--- src/rtl/imem_pkg.sv ---
// Shared constants and state encoding for the instruction-memory loader.
package imem_pkg;

  localparam int unsigned ADDR_W  = 6;
  localparam int unsigned DEPTH   = 64;
  localparam int unsigned DATA_W  = 32;
  localparam int unsigned CNT_W   = ADDR_W + 1;
  localparam int unsigned BYTE_W  = 8;
  localparam int unsigned PHASE_W = 2;

  typedef enum logic [1:0] {
    IDLE = 2'd0,
    LOAD = 2'd1,
    DONE = 2'd2
  } state_t;

endpackage

--- src/rtl/byte_packer.sv ---
// Big-endian byte-to-word assembler: 2-bit phase counter plus a 24-bit
// history of the bytes already received for the current word.
module byte_packer
  import imem_pkg::*;
(
  input  logic               clk,
  input  logic               reset,
  input  logic               accept,
  input  logic [BYTE_W-1:0]  byteIn,
  input  logic               clear,
  output logic [DATA_W-1:0]  wordC,
  output logic               wordCompleteC,
  output logic [PHASE_W-1:0] phase
);

  localparam int unsigned HIST_W = DATA_W - BYTE_W;

  logic [HIST_W-1:0] shiftQ;

  // Phase counter and byte history; history needs no clearing since a
  // full word always shifts in three fresh bytes first.
  always_ff @(posedge clk or posedge reset) begin
    if (reset) begin
      phase  <= '0;
      shiftQ <= '0;
    end else if (clear) begin
      phase  <= '0;
    end else if (accept) begin
      phase  <= phase + PHASE_W'(1);
      shiftQ <= {shiftQ[HIST_W-BYTE_W-1:0], byteIn};
    end
  end

  // The word is complete on the edge that accepts the fourth byte.
  always_comb begin
    wordC         = {shiftQ, byteIn};
    wordCompleteC = accept && (phase == PHASE_W'(3));
  end

endmodule

--- src/rtl/imem_loader.sv ---
// Instruction-memory loader: passes fetch addresses through while running,
// and on request stalls the CPU and writes a byte stream into memory.
module imem_loader
  import imem_pkg::*;
(
  input  logic              clk,
  input  logic              reset,
  input  logic              start,
  input  logic              stop,
  input  logic [7:0]        byte_in,
  input  logic              byte_valid,
  output logic              byte_ready,
  input  logic [ADDR_W-1:0] cpu_addr,
  output logic [ADDR_W-1:0] mem_ra,
  output logic              mem_we,
  output logic [ADDR_W-1:0] mem_wa,
  output logic [DATA_W-1:0] mem_wd,
  output logic              cpu_stall,
  output logic              load_done,
  output logic [CNT_W-1:0]  word_count,
  output logic              partial_err
);

  state_t              stateQ;
  state_t              stateNext;
  logic                accept;
  logic                loadStart;
  logic                lastWord;
  logic [DATA_W-1:0]   packedWord;
  logic                wordDone;
  logic [PHASE_W-1:0]  phase;
  logic [PHASE_W-1:0]  phaseAfter;

  byte_packer uPacker (
    .clk           (clk),
    .reset         (reset),
    .accept        (accept),
    .byteIn        (byte_in),
    .clear         (loadStart),
    .wordC         (packedWord),
    .wordCompleteC (wordDone),
    .phase         (phase)
  );

  // Read path is a straight pass-through so fetch sees no extra latency.
  always_comb begin
    mem_ra = cpu_addr;
  end

  // Handshake and derived conditions for this cycle.
  always_comb begin
    accept     = byte_valid && byte_ready;
    loadStart  = (stateQ == IDLE) && start;
    lastWord   = wordDone && (word_count == CNT_W'(DEPTH - 1));
    phaseAfter = phase + PHASE_W'(accept);
  end

  // Next-state logic.
  always_comb begin
    stateNext = stateQ;
    case (stateQ)
      IDLE:    if (start) stateNext = LOAD;
      LOAD:    if (lastWord || stop) stateNext = DONE;
      DONE:    stateNext = IDLE;
      default: stateNext = IDLE;
    endcase
  end

  // State register.
  always_ff @(posedge clk or posedge reset) begin
    if (reset) stateQ <= IDLE;
    else       stateQ <= stateNext;
  end

  // Registered handshake/status outputs, write port and load bookkeeping.
  always_ff @(posedge clk or posedge reset) begin
    if (reset) begin
      byte_ready  <= 1'b0;
      cpu_stall   <= 1'b0;
      load_done   <= 1'b0;
      mem_we      <= 1'b0;
      mem_wa      <= '0;
      mem_wd      <= '0;
      word_count  <= '0;
      partial_err <= 1'b0;
    end else begin
      byte_ready <= (stateNext == LOAD);
      cpu_stall  <= (stateNext != IDLE);
      load_done  <= (stateNext == DONE);
      mem_we     <= wordDone;
      if (wordDone) begin
        mem_wa     <= word_count[ADDR_W-1:0];
        mem_wd     <= packedWord;
        word_count <= word_count + CNT_W'(1);
      end
      if (loadStart) begin
        word_count  <= '0;
        partial_err <= 1'b0;
      end
      // A byte arriving with stop is counted before judging leftovers.
      if ((stateQ == LOAD) && stop) begin
        partial_err <= (phaseAfter != '0);
      end
    end
  end

endmodule

--- config.mk ---
export PLATFORM = sky130hd
export DESIGN_NAME = imem_loader
export DESIGN_NICKNAME = d
export VERILOG_FILES = /design/src/rtl/imem_pkg.sv /design/src/rtl/byte_packer.sv /design/src/rtl/imem_loader.sv
export SDC_FILE = /design/constraint.sdc
export NUM_CORES = 1
export LEC_CHECK = 0
export CORE_UTILIZATION = 50
export DETAILED_ROUTE_END_ITERATION = 16
export DONT_BUFFER_PORTS = 1
export PLACE_DENSITY = 0.68
export SYNTH_ARGS = -nofsm -noshare
export SYNTH_HDL_FRONTEND = slang
export SYNTH_SLANG_ARGS = --single-unit
--- constraint.sdc ---
create_clock -name clk -period 3.19 [get_ports clk]
set_clock_uncertainty 0.2 [all_clocks]
set_input_delay 0.7975 -clock clk [delete_from_list [all_inputs] [get_ports clk]]
set_output_delay 0.7975 -clock clk [all_outputs]
set_load 0.02 [all_outputs]
==> impl_metrics.tcl, run 1 <==
set metrics [dict create \
    min-delay-path-class "in -> async" \
    die-area_mm2 0.006641 \
    slowest_stage "nor2_4" \
    via_per_inst 5.674 \
    crit_fanout 24 \
    gp_congestion 0.7236 \
    drtIter0Drc 44 \
    fin_crit_ns 2.229 \
    drv_cap 0 \
    cts_max_level 3 \
    cpLargestDelayFamily "simple AND/OR/NAND/NOR gates" \
    cts_hold_buf 0 \
    maxSlewViolCount 0 \
    swShare_pct 31.62 \
    synthesis.area_mm2 0.003159 \
    final_area_mm2 0.003395 \
    grt_max_degree 40 \
    grt_use_total_pct 17.73 \
    seq_area_frac_synth_pct 61.78 \
    multi_input_area_mm2 0.001110 \
    ys_types 28 \
    nNetsFinal 230 \
    io_buffer_count 0 \
    clk_pin_slew_worst_paths_ns 0.07 \
    combPwrFrac_pct 17.8 \
    num_vias 1634 \
    crit_type "reg -> reg" \
    grt_overflow_total 0 \
    p_leak_nw 1.644 \
    fillers 476 \
    setup_viol 0 \
    placed_area_mm2 0.003194 \
    r2r_setup_slack_ns 0.96 \
    antenna_found_initial 0 \
    hold_viol_final 0 \
    endpoint_kind "flop" \
    cts_buffer_depth 2 \
    routedWlPerCell_um 18.31 \
    seqPwrFrac_pct 58.0 \
    critPathMaxStageDelay_ns 0.74 \
    postLayoutCoreUtil_pct 56.66 \
    syn_to_final_growth_pct 7.446 \
    holdWs_ns 0.2020 \
    p_clk_share_pct 24.2 \
    timing.final.ws_setup_ns 0.9614 \
    cts_tree "done" \
    p_int_mw 2.054 \
    post_cts_buffers 0 \
    status "complete, no violations" \
    total_power_mw 3.004 \
    worst_pin_slew_ns 0.8762 \
    ir_drop_v 0.0004712 \
    crit_required_ns 3.22 \
    diodes 0 \
    wirelength_mm 5.274 \
    ctsRootBufferMaster "clkbuf_8" \
    ys_ff_latch 78 \
    cp.depth 3 \
    r2r_cells 3 \
    arrival_ns 2.26 \
    regArea_mm2 0.001952 \
    dp.cells 272 \
    layout-drive-gt1-share_pct 39.44 \
    drc 0 \
    p_sw_mw 0.9498 \
    ant_nets 0 \
    grt_pass1_vias 1744 \
    grt_first_pass_wirelength_mm 8.500 \
    rows 28 \
    clk_latency_ns 0.34 \
    critPathLaunchType "flop" \
    cts.sinks 78 \
    synth.avg_cell_area_um2 15.34 \
    ctsResizeCount 0 \
    ys_warn_count 0 \
    max_freq_mhz 448.7 \
    cts_buffers 9 \
    min_period_over_period_pct 69.86 \
    ios 75 \
    die_h_um 81.49 \
    rsz0062_at_grt "no" \
    power.density_mw_per_mm2 884.8 \
    crit_chain "nand2_1 > nor2_4 > mux2_2" \
    dieWidth_um 81.49 \
    relSlewSlack_pct 41.45 \
    instances_no_fill 288 \
    reg2reg_to "uPacker.shiftQ[5]" \
    core_mm2 0.005991 \
    initial_core_util_pct 52.74 \
    dp_slack_ns 0.7513 \
    postSynthNetCount 228 \
    drt-pass1-iter-count 4 \
    setup-tns-final_ns 0 \
    syn_inst 206 \
    cp_num_buf_inv 0 \
    place_hpwl_mm 3.647 \
    rr_startpoint "byte_ready" \
]
[state kept, by name (all words and copies together) (netlist names)]
signal,count
stateQ,2
mem_we,1
uPacker.phase,2
partial_err,1
load_done,1
word_count,7
mem_wd,32
byte_ready,1
cpu_stall,1
mem_wa,6
uPacker.shiftQ,24
[Yosys cell counts]
cell	instances	area share (%)
a21oi_1	4	0.63
buf_2	4	0.63
buf_4	6	1.4
buf_6	2	0.71
dfrtp_1	78	62
ha_1	3	1.2
inv_1	4	0.48
mux2_2	42	15
mux2_4	20	9.5
mux2i_1	1	0.32
nand2_1	5	0.59
nand3_1	5	0.79
nand3b_1	1	0.24
nand4_1	2	0.40
nor2_1	7	0.83
nor2_4	1	0.36
nor2b_1	1	0.20
nor3_1	1	0.16
nor3b_4	1	0.59
o211ai_1	1	0.24
o21a_1	4	0.95
o21ai_0	3	0.48
o31ai_1	1	0.24
o41ai_1	2	0.55
or3_1	2	0.40
or4_1	1	0.24
xnor2_1	1	0.28
xor2_1	3	0.83
[worst max-delay path by stage]
stage                     slack (ns)                 to  startpoint
final                           0.96  uPacker.shiftQ[5]  byte_ready
after global routing            0.84  uPacker.shiftQ[5]  byte_ready
after CTS                       0.94  uPacker.shiftQ[5]  byte_ready
after detailed placement        0.75  uPacker.shiftQ[5]  byte_valid
after global placement          0.81  uPacker.shiftQ[7]       start
after floorplan                 0.20         byte_ready       reset
[power groups by stage]
stage	Sequential (mW)	Clock [mW]	Combinational, mW
after detailed placement	1.77	0	0.539
after global routing	1.79	0.793	0.583
after global placement	1.75	0	0.515
final	1.74	0.728	0.534
after CTS	1.75	0.748	0.543
after floorplan	1.67	0	0.501
[worst register-to-register path, cell delays in order (launching register included)]
cell and delay (ns):
dfrtp_1 0.53, nand2_1 0.22, nor2_4 0.74, mux2_2 0.42
[metal layers]
metal  global-route usage (%)  wire [um]
met1                    21.94       2244
met2                    26.75       2470
met3                    6.000        447
met4                    10.89        111
met5                        0          0
[logic make-up (layout without fill, tap and decap cells)]
group                    Yosys count  in the layout  synth area share, %
buffers and inverters             16             23                3.247
flip-flops                        78             78                61.78
XOR/XNOR                           4              4                1.109
AND/OR/NAND/NOR                   27             27                4.792
AO/OA/AOI/OAI                     15             15                3.089
adder cells (fa/ha/maj)            3              3                1.188
multiplexers                      63             63                24.79
[placed cells by master, fill, tap and decap left out]
cell / count
o21a_1: 4
nand3_1: 4
o211ai_1: 1
nand2_1: 5
o41ai_1: 2
nor2b_1: 1
nor2_1: 7
nand3_2: 1
o31ai_1: 1
ha_1: 3
nor3b_4: 1
clkinv_4: 1
inv_1: 3
or3_1: 2
mux2i_1: 1
clkbuf_8: 10
o21ai_0: 3
a21oi_1: 4
clkinv_2: 2
mux2_4: 20
buf_4: 3
clkbuf_1: 1
xnor2_1: 1
or4_1: 1
nand4_1: 2
clkinvlp_4: 2
dfrtp_1: 78
mux2_2: 42
nor3_1: 1
nor2_4: 1
bufinv_16: 1
nand3b_1: 1
xor2_1: 3
[final cells by class]
cell class                 count  area share (%)
multi-input combinational    112           32.69
sequential                    78           57.50
tap                           75           2.764
clock buffer                  11           4.165
inverter                       4          0.4792
clock inverter                 5           1.732
timing repair buffer           3          0.6635
(Power assumes the default switching activity.)
==> run 2, diff against run 1 <==
- clock period: 3.19 -> 2.2 ns (I/O delays scaled with it)
==> run 2 against run 1 <==
Against the previous run:
- non-clock buffer count is 6 higher
- critical path depth up 1
- first-iteration DRC count increased by 34%
- wire length up 5.3%
- via count up 2.1%
- critical path type unchanged
- largest cell class unchanged
- highest routed layer unchanged
==> impl_metrics.tcl, run 2 (synthesis results as in run 1) <==
set metrics [dict create \
    status "complete, no violations" \
    cts_hold_buf 1 \
    fillers 468 \
    ctsResizeCount 0 \
    hold-path-cell-count 1 \
    grt_first_pass_wirelength_mm 8.901 \
    setup-tns-final_ns 0 \
    reg2reg_to "mem_wd[31]" \
    drt-pass1-iter-count 4 \
    dieWidth_um 81.49 \
    hold_path_end "stateQ[0]" \
    diodes 0 \
    hp-start "stop" \
    ios 75 \
    critPathLaunchType "flop" \
    drv_cap 0 \
    r2r_setup_slack_ns 0.32 \
    clk_pin_slew_worst_paths_ns 0.08 \
    grtUsageMet2_pct 29.00 \
    min-delay-path-class "in -> reg" \
    ant_nets 0 \
    largest_reg_flops 32 \
    grt_pass1_vias 1784 \
    worst_pin_slew_ns 0.5675 \
    io_buffer_count 0 \
    max_freq_mhz 532.1 \
    min_period_over_period_pct 85.42 \
    via_per_inst 5.673 \
    cts_buffers 9 \
    dp_slack_ns 0.3147 \
    post_cts_buffers 0 \
    crit_required_ns 2.22 \
    r2r_cells 4 \
    p_clk_share_pct 26.1 \
    layout-drive-gt1-share_pct 40.64 \
    fin_crit_ns 1.879 \
    final_common_cell "dfrtp_1" \
    crit_fanout 12 \
    layout_common_cells "78 x dfrtp_1, 42 x mux2_2, 20 x mux2_4" \
    drc 0 \
    num_vias 1668 \
    grt_max_degree 31 \
    rsz0062_at_grt "no" \
    seqPwrFrac_pct 55.8 \
    p_int_mw 3.118 \
    placed_area_mm2 0.003272 \
    die-area_mm2 0.006641 \
    drtIter0Drc 59 \
    core_mm2 0.005991 \
    rr_startpoint "uPacker.phase[0]" \
    endpoint_kind "flop" \
    cts_tree "done" \
    final_area_mm2 0.003506 \
    swShare_pct 31.03 \
    p_sw_mw 1.403 \
    setup_viol 0 \
    syn_to_final_growth_pct 10.97 \
    ctsRootBufferMaster "clkbuf_8" \
    hold_viol_final 0 \
    crit_type "reg -> reg" \
    grtUsageMet3_pct 6.778 \
    cts_buffer_depth 2 \
    initial_core_util_pct 52.74 \
    die_h_um 81.49 \
    clk_latency_ns 0.34 \
    critPathMaxStageDelay_ns 0.43 \
    cts.sinks 78 \
    combPwrFrac_pct 18.2 \
    slowest_stage "inv_1" \
    antenna_found_initial 0 \
    relSlewSlack_pct 61.88 \
    grt_util_met1_pct 22.76 \
    grt_use_total_pct 18.49 \
    crit_chain "ha_1 > nand3_2 > inv_1 > mux2_2" \
    routedWlPerCell_um 18.89 \
    gp_congestion 0.6946 \
    cts_max_level 3 \
    top_usage_layer "met2" \
    maxSlewViolCount 0 \
    ir_drop_v 0.0006730 \
    p_leak_nw 1.689 \
    nNetsFinal 236 \
    power.density_mw_per_mm2 1289 \
    largestRegisters "mem_wd (32), uPacker.shiftQ (24), word_count (7)" \
    place_hpwl_mm 3.905 \
    wirelength_mm 5.553 \
    timing.final.ws_setup_ns 0.3207 \
    largest_register "mem_wd" \
    grt_overflow_total 0 \
    arrival_ns 1.90 \
    rows 28 \
]
## run 2: power by group through the flow
stage,sequential [mW],combinational (mW),clock [mW]
after global routing,2.59,0.902,1.26
final,2.52,0.821,1.18
after CTS,2.53,0.833,1.19
after global placement,2.52,0.780,0
after detailed placement,2.56,0.822,0
after floorplan,2.42,0.727,0
## run 2: worst max-delay path by stage
stage | start | to | slack [ns] | depth (start not counted)
global placement | uPacker.phase[0] | mem_wd[0] | 0.39 | 4
detailed placement | uPacker.phase[0] | mem_wd[1] | 0.31 | 4
finish | uPacker.phase[0] | mem_wd[31] | 0.32 | 4
CTS | uPacker.phase[0] | mem_wd[31] | 0.31 | 4
floorplan | start | uPacker.shiftQ[0] | 0.45 | 4
global route | uPacker.phase[0] | word_count[6] | 0.19 | 4
## run 2: critical path: cells and delay by family (launching register included)
kind                     cells  cell delay [ns]
flip-flops                   1             0.40
buffers and inverters        1             0.43
multiplexers                 1             0.40
adder cells (fa/ha/maj)      1             0.20
AND/OR/NAND/NOR              1             0.13
## run 2: stage by stage
step / power (mW) / hold slack [ns] / std cells / utilization, %
floorplan: 3.149 / 0.2762 / 206 / -
global placement: 3.301 / 0.2858 / 277 / 54.62
detailed placement: 3.380 / 0.2955 / 277 / 54.62
CTS: 4.562 / 0.1052 / 294 / 58.52
global route: 4.751 / 0.1021 / 294 / 58.52
finish: 4.521 / 0.1169 / 294 / 58.52
## run 2: layer usage
metal  vias to the layer above  share of wire, %
li1                        738                 -
met1                       847                42
met2                        73                48
met3                        10               7.8
met4                         0               1.4
met5                         -                 0
## run 2: layout make-up
class | count | area [um2] | area share [%]
flip-flops and latches | 78 | 1952 | 55.67
multi-input cells | 112 | 1110 | 31.66
clock buffers | 11 | 141.4 | 4.033
repair buffers | 9 | 107.6 | 3.069
well taps | 75 | 93.84 | 2.677
clock inverters | 5 | 82.58 | 2.355
inverters | 4 | 18.77 | 0.5353
==> run 3, diff against run 2 <==
- CTS_BUF_LIST: default -> sky130_fd_sc_hd__clkbuf_4 sky130_fd_sc_hd__clkbuf_8
==> run 3 against run 2 <==
Against the previous run:
- clock power barely moved
- highest routed layer unchanged
- maximum frequency about the same
- clock-buffer cell count unchanged
- register-to-register slack about the same
- die area unchanged
- critical path type unchanged
- critical path depth did not move
- power grew 0.22%
- via count about the same
- largest power group unchanged
- wire length about the same
- core utilization is 0.063 points higher
- critical endpoint unchanged
==> impl_metrics.tcl, run 3 (synthesis results as in run 1) <==
set metrics [dict create \
    instances_no_fill 294 \
    setup-tns-final_ns 0 \
    hold_viol_final 0 \
    gp_congestion 0.6946 \
    clk_latency_ns 0.34 \
    ios 75 \
    rsz0062_at_grt "no" \
    grt_use_total_pct 18.49 \
    max_freq_mhz 532.5 \
    crit_type "reg -> reg" \
    cts.sinks 78 \
    hold-path-cell-count 1 \
    wirelength_mm 5.552 \
    postLayoutCoreUtil_pct 58.58 \
    ctsResizeCount 0 \
    largestRegisters "mem_wd (32), uPacker.shiftQ (24), word_count (7)" \
    arrival_ns 1.90 \
    drc 0 \
    clk_pin_slew_worst_paths_ns 0.08 \
    io_buffer_count 0 \
    drv_cap 0 \
    die_h_um 81.49 \
    seqPwrFrac_pct 55.6 \
    cts_buffers 9 \
    r2r_cells 4 \
    num_vias 1667 \
    place_hpwl_mm 3.905 \
    core_mm2 0.005991 \
    min_period_over_period_pct 85.37 \
    syn_to_final_growth_pct 11.09 \
    min-delay-path-class "in -> reg" \
    cts_buffer_depth 2 \
    relSlewSlack_pct 61.88 \
    routedWlPerCell_um 18.88 \
    drt-pass1-iter-count 4 \
    crit_fanout 12 \
    largest_reg_flops 32 \
    layout_common_cells "78 x dfrtp_1, 42 x mux2_2, 20 x mux2_4" \
    endpoint_kind "flop" \
    ant_nets 0 \
    fin_crit_ns 1.878 \
    initial_core_util_pct 52.74 \
    maxSlewViolCount 0 \
    rows 28 \
    drtIter0Drc 60 \
    die-area_mm2 0.006641 \
    worst_pin_slew_ns 0.5675 \
    p_sw_mw 1.400 \
    cts_max_level 3 \
    grt_pass1_vias 1784 \
    grt_first_pass_wirelength_mm 8.901 \
    grt_max_degree 31 \
    power.density_mw_per_mm2 1291 \
    final_common_cell "dfrtp_1" \
    via_per_inst 5.670 \
    status "complete, no violations" \
    diodes 0 \
    p_clk_share_pct 26.2 \
    swShare_pct 30.91 \
    cts_tree "done" \
    nNetsFinal 236 \
    critPathLaunchType "flop" \
    combPwrFrac_pct 18.1 \
    dieWidth_um 81.49 \
    grt_overflow_total 0 \
    p_leak_nw 1.692 \
    ir_drop_v 0.0006699 \
    setup_viol 0 \
    p_int_mw 3.130 \
    antenna_found_initial 0 \
    ctsRootBufferMaster "clkbuf_8" \
    dp.cells 277 \
    crit_required_ns 2.22 \
    largest_register "mem_wd" \
    layout-drive-gt1-share_pct 41.10 \
]
## run 3: cell count changes in the layout (fill, tap and decap cells not counted)
cell / delta
clkbuf_1: -1
clkbuf_4: +1
## run 3: worst paths after layout
path	start	endpoint	slack, ns
setup / recovery	uPacker.phase[0]	mem_wd[31]	0.32
hold / removal	stop	stateQ[0]	0.12
setup reg to reg	uPacker.phase[0]	mem_wd[31]	0.32
hold reg to reg	uPacker.shiftQ[18]	uPacker.shiftQ[18]	0.32
max in group asynchronous	reset	mem_wd[26]	0.74
min in group asynchronous	reset	mem_wa[3]	0.54
## run 3: timing repair
item	in CTS	in global routing
hold endpoints to repair	21	0
setup endpoints to repair	0	0
buffers inserted	0	0
hold buffers	1	0
## run 3: through the flow
| step | hold WS (ns) | area, um2 | power, mW | setup slack, ns |
|---|---|---|---|---|
| finish | 0.1177 | 3510 | 4.531 | 0.3219 |
| global route | 0.1021 | 3510 | 4.763 | 0.1855 |
| CTS | 0.1052 | 3510 | 4.574 | 0.3087 |
| detailed placement | 0.2955 | 3272 | 3.380 | 0.3147 |
| global placement | 0.2858 | 3272 | 3.301 | 0.3931 |
| floorplan | 0.2762 | 3163 | 3.149 | 0.4493 |
## run 3: layout make-up
cell class	instances	area, um2
timing repair buffer	9	107.6
clock buffer	11	145.1
clock inverter	5	82.58
sequential	78	1952
inverter	4	18.77
tap	75	93.84
multi-input combinational	112	1110
fill	468	2481
## run 3: critical path, stage by stage (launching register included)
cell,delay (ns)
dfrtp_1,0.40
ha_1,0.20
nand3_2,0.13
inv_1,0.43
mux2_2,0.40
## run 3: power by group through the flow
| stage | clock network, mW | registers [mW] | logic, mW |
|---|---|---|---|
| after floorplan | 0 | 2.42 | 0.727 |
| after global placement | 0 | 2.52 | 0.780 |
| after detailed placement | 0 | 2.56 | 0.822 |
| after CTS | 1.21 | 2.53 | 0.833 |
| after global routing | 1.27 | 2.59 | 0.902 |
| final | 1.19 | 2.52 | 0.821 |
## run 3: routing by layer
layer	track usage, %	routed length (um)
met1	22.76	2346
met2	29.00	2695
met3	6.778	433
met4	8.393	76
met5	0	0
